[src/rtl/subservient_wb_pkg.sv]
// subservient_wb_pkg: shared FSM type and constants for the subservient Wishbone bridge.
package subservient_wb_pkg;

    // Bridge transaction states
    typedef enum logic [1:0] {
        StIdle  = 2'd0,
        StLocal = 2'd1,
        StFwd   = 2'd2,
        StResp  = 2'd3
    } wb_state_e;

    // Offset bit that splits the window into forwarded (0) and local register (1) halves
    localparam int unsigned LOCAL_SEL = 19;

    localparam logic [31:0] CTRL_OFS   = 32'h0008_0000;
    localparam logic [31:0] STATUS_OFS = 32'h0008_0004;

    // CTRL = {core_rst, debug_mode}; core held in reset with debug bus enabled
    localparam logic [1:0] CTRL_RST = 2'b11;

    // Read data returned for a forwarded access that timed out
    localparam logic [31:0] ERR_DATA = 32'hDEAD_BEEF;

    // Offset of an address within the user-project window
    function automatic logic [31:0] wb_offset(input logic [31:0] adr, input logic [31:0] mask);
        return adr & ~mask;
    endfunction

endpackage

[src/rtl/subservient_wb_timeout.sv]
// subservient_wb_timeout: cycle counter bounding a forwarded access. Counts while enabled,
// restarts from 0 on clear, flags expiry on the cycle the count reaches TIMEOUT-1.
module subservient_wb_timeout #(
    parameter int unsigned TIMEOUT = 255
) (
    input  logic clk_i,
    input  logic rst_i,
    input  logic clear_i,
    input  logic en_i,
    output logic expire_o
);

    localparam int unsigned CntW = $clog2(TIMEOUT + 1);
    localparam logic [CntW-1:0] LastCnt = CntW'(TIMEOUT - 1);

    logic [CntW-1:0] cnt_q, cnt_d;

    // Next count: clear wins, otherwise advance while enabled and short of the limit
    always_comb begin
        cnt_d = cnt_q;
        if (clear_i) begin
            cnt_d = '0;
        end else if (en_i && (cnt_q != LastCnt)) begin
            cnt_d = cnt_q + 1'b1;
        end
    end

    // Count register
    always_ff @(posedge clk_i) begin
        if (rst_i) begin
            cnt_q <= '0;
        end else begin
            cnt_q <= cnt_d;
        end
    end

    assign expire_o = en_i && !clear_i && (cnt_q == LastCnt);

endmodule

[src/rtl/subservient_wb_bridge.sv]
// subservient_wb_bridge: decodes the Caravel management Wishbone bus for the user-project
// window, serves a local CTRL/STATUS bank and forwards the lower half of the window to the
// subservient debug bus.
// Build option: define SUBSERVIENT_WB_TIMEOUT_EN to bound forwarded accesses to TIMEOUT
// cycles; without it a forwarded access waits for the downstream ack indefinitely.
module subservient_wb_bridge
    import subservient_wb_pkg::*;
#(
    parameter logic [31:0] BASE_ADR = 32'h3000_0000,
    parameter logic [31:0] WIN_MASK = 32'hFFF0_0000,
    parameter int unsigned TIMEOUT  = 255
) (
    input  logic        i_clk,
    input  logic        i_rst,
    input  logic        i_wbs_cyc,
    input  logic        i_wbs_stb,
    input  logic        i_wbs_we,
    input  logic [3:0]  i_wbs_sel,
    input  logic [31:0] i_wbs_adr,
    input  logic [31:0] i_wbs_dat,
    output logic        o_wbs_ack,
    output logic [31:0] o_wbs_dat,
    output logic [31:0] o_wb_dbg_adr,
    output logic [31:0] o_wb_dbg_dat,
    output logic [3:0]  o_wb_dbg_sel,
    output logic        o_wb_dbg_we,
    output logic        o_wb_dbg_stb,
    input  logic [31:0] i_wb_dbg_rdt,
    input  logic        i_wb_dbg_ack,
    output logic        o_debug_mode,
    output logic        o_core_rst,
    input  logic        i_gpio
);

    if (TIMEOUT < 1 || TIMEOUT > 65535) begin : g_bad_timeout
        $error("subservient_wb_bridge: TIMEOUT must be in 1..65535");
    end

    wb_state_e   state_q, state_d;

    // Latched request
    logic [31:0] adr_q;
    logic [31:0] dat_q;
    logic [3:0]  sel_q;
    logic        we_q;

    logic [31:0] rdata_q;
    logic [1:0]  ctrl_q;
    logic        timeout_q;
    logic        fwd_err_q;
    // High in the idle cycle right after an ack, while the master is still dropping stb
    logic        ack_gap_q;

    logic        hit;
    logic        hit_local;
    logic [31:0] req_ofs;
    logic [31:0] local_rdata;
    logic        ctrl_wr;
    logic        status_wr;
    logic        fwd_expire;

    assign hit = i_wbs_cyc && i_wbs_stb && ((i_wbs_adr & WIN_MASK) == BASE_ADR) && !ack_gap_q;
    assign hit_local = i_wbs_adr[LOCAL_SEL] & ~WIN_MASK[LOCAL_SEL];

    assign req_ofs   = wb_offset(adr_q, WIN_MASK);
    assign ctrl_wr   = (state_q == StLocal) && we_q && sel_q[0] && (req_ofs == CTRL_OFS);
    assign status_wr = (state_q == StLocal) && we_q && sel_q[0] && (req_ofs == STATUS_OFS);

`ifdef SUBSERVIENT_WB_TIMEOUT_EN
    subservient_wb_timeout #(
        .TIMEOUT(TIMEOUT)
    ) u_timeout (
        .clk_i   (i_clk),
        .rst_i   (i_rst),
        .clear_i (state_q != StFwd),
        .en_i    (state_q == StFwd),
        .expire_o(fwd_expire)
    );
`else
    assign fwd_expire = 1'b0;
`endif

    // Local register read mux; unmapped local offsets read as zero
    always_comb begin
        local_rdata = '0;
        if (req_ofs == CTRL_OFS) begin
            local_rdata = {30'b0, ctrl_q};
        end else if (req_ofs == STATUS_OFS) begin
            local_rdata = {29'b0, i_gpio, fwd_err_q, timeout_q};
        end
    end

    // FSM state register
    always_ff @(posedge i_clk) begin
        if (i_rst) begin
            state_q <= StIdle;
        end else begin
            state_q <= state_d;
        end
    end

    // FSM next-state logic
    always_comb begin
        state_d = state_q;
        unique case (state_q)
            StIdle: begin
                if (hit) begin
                    if (hit_local) begin
                        state_d = StLocal;
                    end else if (ctrl_q[0]) begin
                        state_d = StFwd;
                    end else begin
                        // Debug bus disabled: answer at once with an error flag
                        state_d = StResp;
                    end
                end
            end
            StLocal: state_d = StResp;
            StFwd: begin
                // Ack takes priority over a coincident expiry
                if (i_wb_dbg_ack || fwd_expire) begin
                    state_d = StResp;
                end
            end
            StResp:  state_d = StIdle;
            default: state_d = StIdle;
        endcase
    end

    // FSM outputs
    always_comb begin
        o_wbs_ack    = 1'b0;
        o_wbs_dat    = '0;
        o_wb_dbg_stb = 1'b0;
        unique case (state_q)
            StFwd: o_wb_dbg_stb = 1'b1;
            StResp: begin
                o_wbs_ack = 1'b1;
                o_wbs_dat = rdata_q;
            end
            default: ;
        endcase
    end

    // Request latch, response data, CTRL and sticky STATUS bits
    always_ff @(posedge i_clk) begin
        if (i_rst) begin
            adr_q     <= '0;
            dat_q     <= '0;
            sel_q     <= '0;
            we_q      <= 1'b0;
            rdata_q   <= '0;
            ctrl_q    <= CTRL_RST;
            timeout_q <= 1'b0;
            fwd_err_q <= 1'b0;
            ack_gap_q <= 1'b0;
        end else begin
            ack_gap_q <= (state_q == StResp);

            if (state_q == StIdle && hit) begin
                adr_q <= i_wbs_adr;
                dat_q <= i_wbs_dat;
                sel_q <= i_wbs_sel;
                we_q  <= i_wbs_we;
                if (!hit_local && !ctrl_q[0]) begin
                    rdata_q   <= '0;
                    fwd_err_q <= 1'b1;
                end
            end

            if (state_q == StLocal) begin
                rdata_q <= local_rdata;
            end
            if (ctrl_wr) begin
                ctrl_q <= dat_q[1:0];
            end
            if (status_wr) begin
                if (dat_q[0]) begin
                    timeout_q <= 1'b0;
                end
                if (dat_q[1]) begin
                    fwd_err_q <= 1'b0;
                end
            end

            if (state_q == StFwd) begin
                if (i_wb_dbg_ack) begin
                    rdata_q <= i_wb_dbg_rdt;
                end else if (fwd_expire) begin
                    rdata_q   <= ERR_DATA;
                    timeout_q <= 1'b1;
                end
            end
        end
    end

    assign o_wb_dbg_adr = req_ofs;
    assign o_wb_dbg_dat = dat_q;
    assign o_wb_dbg_sel = sel_q;
    assign o_wb_dbg_we  = we_q;
    assign o_debug_mode = ctrl_q[0];
    assign o_core_rst   = ctrl_q[1];

endmodule

[config.mk]
export PLATFORM = sky130hd
export DESIGN_NAME = subservient_wb_bridge
export DESIGN_NICKNAME = d
export VERILOG_FILES = /design/src/rtl/subservient_wb_pkg.sv /design/src/rtl/subservient_wb_timeout.sv /design/src/rtl/subservient_wb_bridge.sv
export SDC_FILE = /design/constraint.sdc
export NUM_CORES = 1
export LEC_CHECK = 0
export CORE_MARGIN = 3
export CORE_UTILIZATION = 33
export DETAILED_ROUTE_END_ITERATION = 12
export DONT_BUFFER_PORTS = 1
export GPL_TIMING_DRIVEN = 1
export PLACE_DENSITY = 0.43
export SYNTH_ARGS = -nofsm -noshare
export SYNTH_HDL_FRONTEND = slang
export SYNTH_HIERARCHICAL = 1
export SYNTH_SLANG_ARGS = --single-unit
[constraint.sdc]
create_clock -name i_clk -period 2.6 [get_ports i_clk]
set_input_delay 0.52 -clock i_clk [delete_from_list [all_inputs] [get_ports i_clk]]
set_output_delay 0.52 -clock i_clk [all_outputs]
set_load 0.01 [all_outputs]
==> reports/qor.txt <==
clock share of power -> 40.2%
mux contribution to synthesized area -> 0.511%
Worst setup EP type -> register
core box area -> 12200 µm²
share of cells above drive strength 1 -> 5.75%
number of port buffers -> 0
Synth Area in Compound Gates -> 17.7%
initial core utilization -> 34.3%
switching power -> 0.914 mW
Hold WC Path Type -> in -> reg
grt ovf -> 0
power after layout -> 3.50 mW
RSZ-0062 raised after global routing -> no
# Post-CTS Setup Buffers -> 0
row count -> 40
Num CTS Buffers -> 9
Synth Warn # -> 6
Syn Inst Count -> 538
gr busiest metal -> met2
# hold bufs at CTS -> 0
max cap viols -> 0
hold path endpoint -> o_wb_dbg_dat[2]
slew margin rel. -> 50.5%
Register-to-Register Path Depth -> 6
fmax -> 449 MHz
Vias -> 3516
most frequent cells in the layout -> nand2_1 (145), dfxtp_1 (95), a21oi_1 (89)
worst-skew pair later-pin latency -> 0.34 ns
crit path launch type -> register
leakage power -> 1.65 nW
WS Path Type -> reg -> reg
dpl cells -> 675
Cell Int Power -> 2.59 mW
fill count -> 1293
worst-path fanout max -> 72
Die Span Y -> 118 µm
violation count after the first detailed-route iteration -> 249
met2 Usage GRT -> 24.6%
commonest non-fill, non-tap cell in the layout -> nand2_1
sequential power share -> 44.7%
H-tree depth -> 3
clock period minus worst slack -> 2.23 ns
worst r2r src -> ack_gap_q
drt via density -> 5.09
worst vdd ir -> 0.000295 V
xor/xnor share of the synthesized area -> 0%
synthesized flop and latch total -> 95
Worst R2R Setup Slack -> 0.37 ns
hold wc startpoint -> i_rst
largest net degree at the start of global routing -> 92
met3 usage -> 5.89%
final hold slack -> 0.248 ns
met1 Use GR -> 21.5%
vias in the first global route -> 3361
DRC Markers -> 0
HPWL Detailed -> 7700 µm
nets@finish -> 630
Die W -> 118 µm
CTS sink count -> 95
DRT Pass-1 Iters -> 4
GPL Wtd Cong -> 0.711
required time of the worst setup path -> 2.83 ns
Worst-Margin Slew -> 0.736 ns
Post-synth ARST share -> 0%
Syn Area/Cell -> 7.74 µm²
clk buf depth -> 2
reg2reg end -> o_wb_dbg_sel[2]
largest family of logic cells by synthesized area -> simple AND/OR/NAND/NOR gates
antenna violations before repair -> 0
Worst Hold Depth -> 1
first-pass GRT wire length -> 18500 µm
final wirelength -> 11600 µm
Comb pwr share -> 15.1%
Tcrit/Tclk final -> 85.6%
area grow syn2layout -> 10.1%
Most used DFF post-synth -> dfxtp_1
drt wl/cell -> 16.8 µm
EDFF count, synth -> 0
Die ar. -> 14000 µm²
gr usage total -> 16.3%
Worst-path clk slew -> 0.07 ns
Slew Viols, Final -> 0
Power per Cell Area -> 763 nW/µm²
sequential area share after synthesis -> 45.6%
Worst Skew -> 0.00667 ns
IO Pins -> 212
worst path arrival time -> 2.46 ns
Antenna Nets Post-Route -> 0
status -> finished clean
adder-cell share of the synthesized area -> 1.50%
Cell Area, Synth -> 4170 µm²
Total Neg Setup Slack -> 0 ns
post_cts resized -> 0
Finish-stage setup viols -> 0
clk root buf -> clkbuf_16
Switching Fraction -> 26.1%
Synth cell types -> 42
simple-gate share of the synthesized area -> 27.5%
TritonCTS clock tree -> yes
Final Hold Viols -> 0
final non-filler cell total -> 691
## cell type report
type	count	area, µm²	area share [%]
well taps	168	210	4.58
repair buffers	12	115	2.51
multi-input cells	394	2020	44.1
diodes	1	2.50	0.0546
flip-flops and latches	95	1900	41.5
inverters	6	22.5	0.491
clock buffers	11	243	5.29
clock inverters	4	70.1	1.53
## Yosys cell counts, types with 2 or more instances
master	n	share of area (%)
nand2_1	145	13
ha_1	5	1.5
nand3_1	4	0.48
o211ai_1	4	0.72
buf_2	7	0.84
buf_4	14	2.5
a31oi_1	2	0.30
and3_1	32	4.8
dfxtp_1	95	46
o21ai_0	31	3.7
and2_1	33	5.0
a21oi_1	89	11
nor4_1	4	0.60
or4_1	2	0.36
nand4_1	3	0.45
a211oi_1	3	0.54
inv_1	5	0.45
nor2_1	3	0.27
o2111ai_1	2	0.42
clkbuf_1	32	2.9
or4b_1	2	0.48
## how the worst max path moves through the flow
stage / startpoint / endpoint / depth (start not counted)
after global placement: i_wbs_adr[31] / o_wb_dbg_sel[2] / 6
after detailed placement: i_wbs_adr[31] / rdata_q[0] / 5
after global routing: ack_gap_q / rdata_q[29] / 5
after CTS: ack_gap_q / o_wb_dbg_sel[2] / 6
final: ack_gap_q / o_wb_dbg_sel[2] / 6
after floorplan: i_wbs_adr[31] / rdata_q[0] / 6
## per-layer routing
metal | share of wire [%] | vias up
li1 | - | 1752
met2 | 46 | 136
met4 | 1.4 | 0
met5 | 0 | -
met3 | 9.3 | 11
met1 | 43 | 1617
## critical path, stage by stage (launching register included)
cell and delay [ns]:
dfxtp_1 0.30, or4_1 0.50, or4_2 0.72, buf_12 0.24, buf_4 0.21, nand2_1 0.07, a21oi_1 0.06
## through the flow
stage | util (%) | instance area, µm² | setup WS (ns)
5_1_grt | 37.7 | 4580 | 0.255
6_report | 37.7 | 4590 | 0.374
3_3_place_gp | 35.1 | 4270 | 0.140
3_5_place_dp | 35.1 | 4270 | 0.101
2_1_floorplan | - | 4210 | 0.319
4_1_cts | 37.7 | 4580 | 0.377
## power groups by stage
stage | registers [mW] | clock network (mW) | logic (mW)
3_5_place_dp | 1.60 | 0 | 0.531
6_report | 1.57 | 1.41 | 0.530
4_1_cts | 1.56 | 1.46 | 0.536
3_3_place_gp | 1.60 | 0 | 0.525
5_1_grt | 1.58 | 1.51 | 0.604
2_1_floorplan | 1.58 | 0 | 0.425
## flip-flops by register name (all words and copies together), names as in the netlist
name	count
o_wb_dbg_dat	32
rdata_q	32
adr_q	20
o_wb_dbg_sel	4
ctrl_q	2
state_q	2
ack_gap_q	1
fwd_err_q	1
o_wb_dbg_we	1
## cell families after synthesis
family                     count (synthesis)
AOI/OAI and AO/OA                        137
and+or+nand+nor                          238
muxes                                      2
other                                      1
buffers and inverters                     60
adders and majority gates                  5
DFF                                       95
Note: power is estimated with default switching activity, not from simulation.
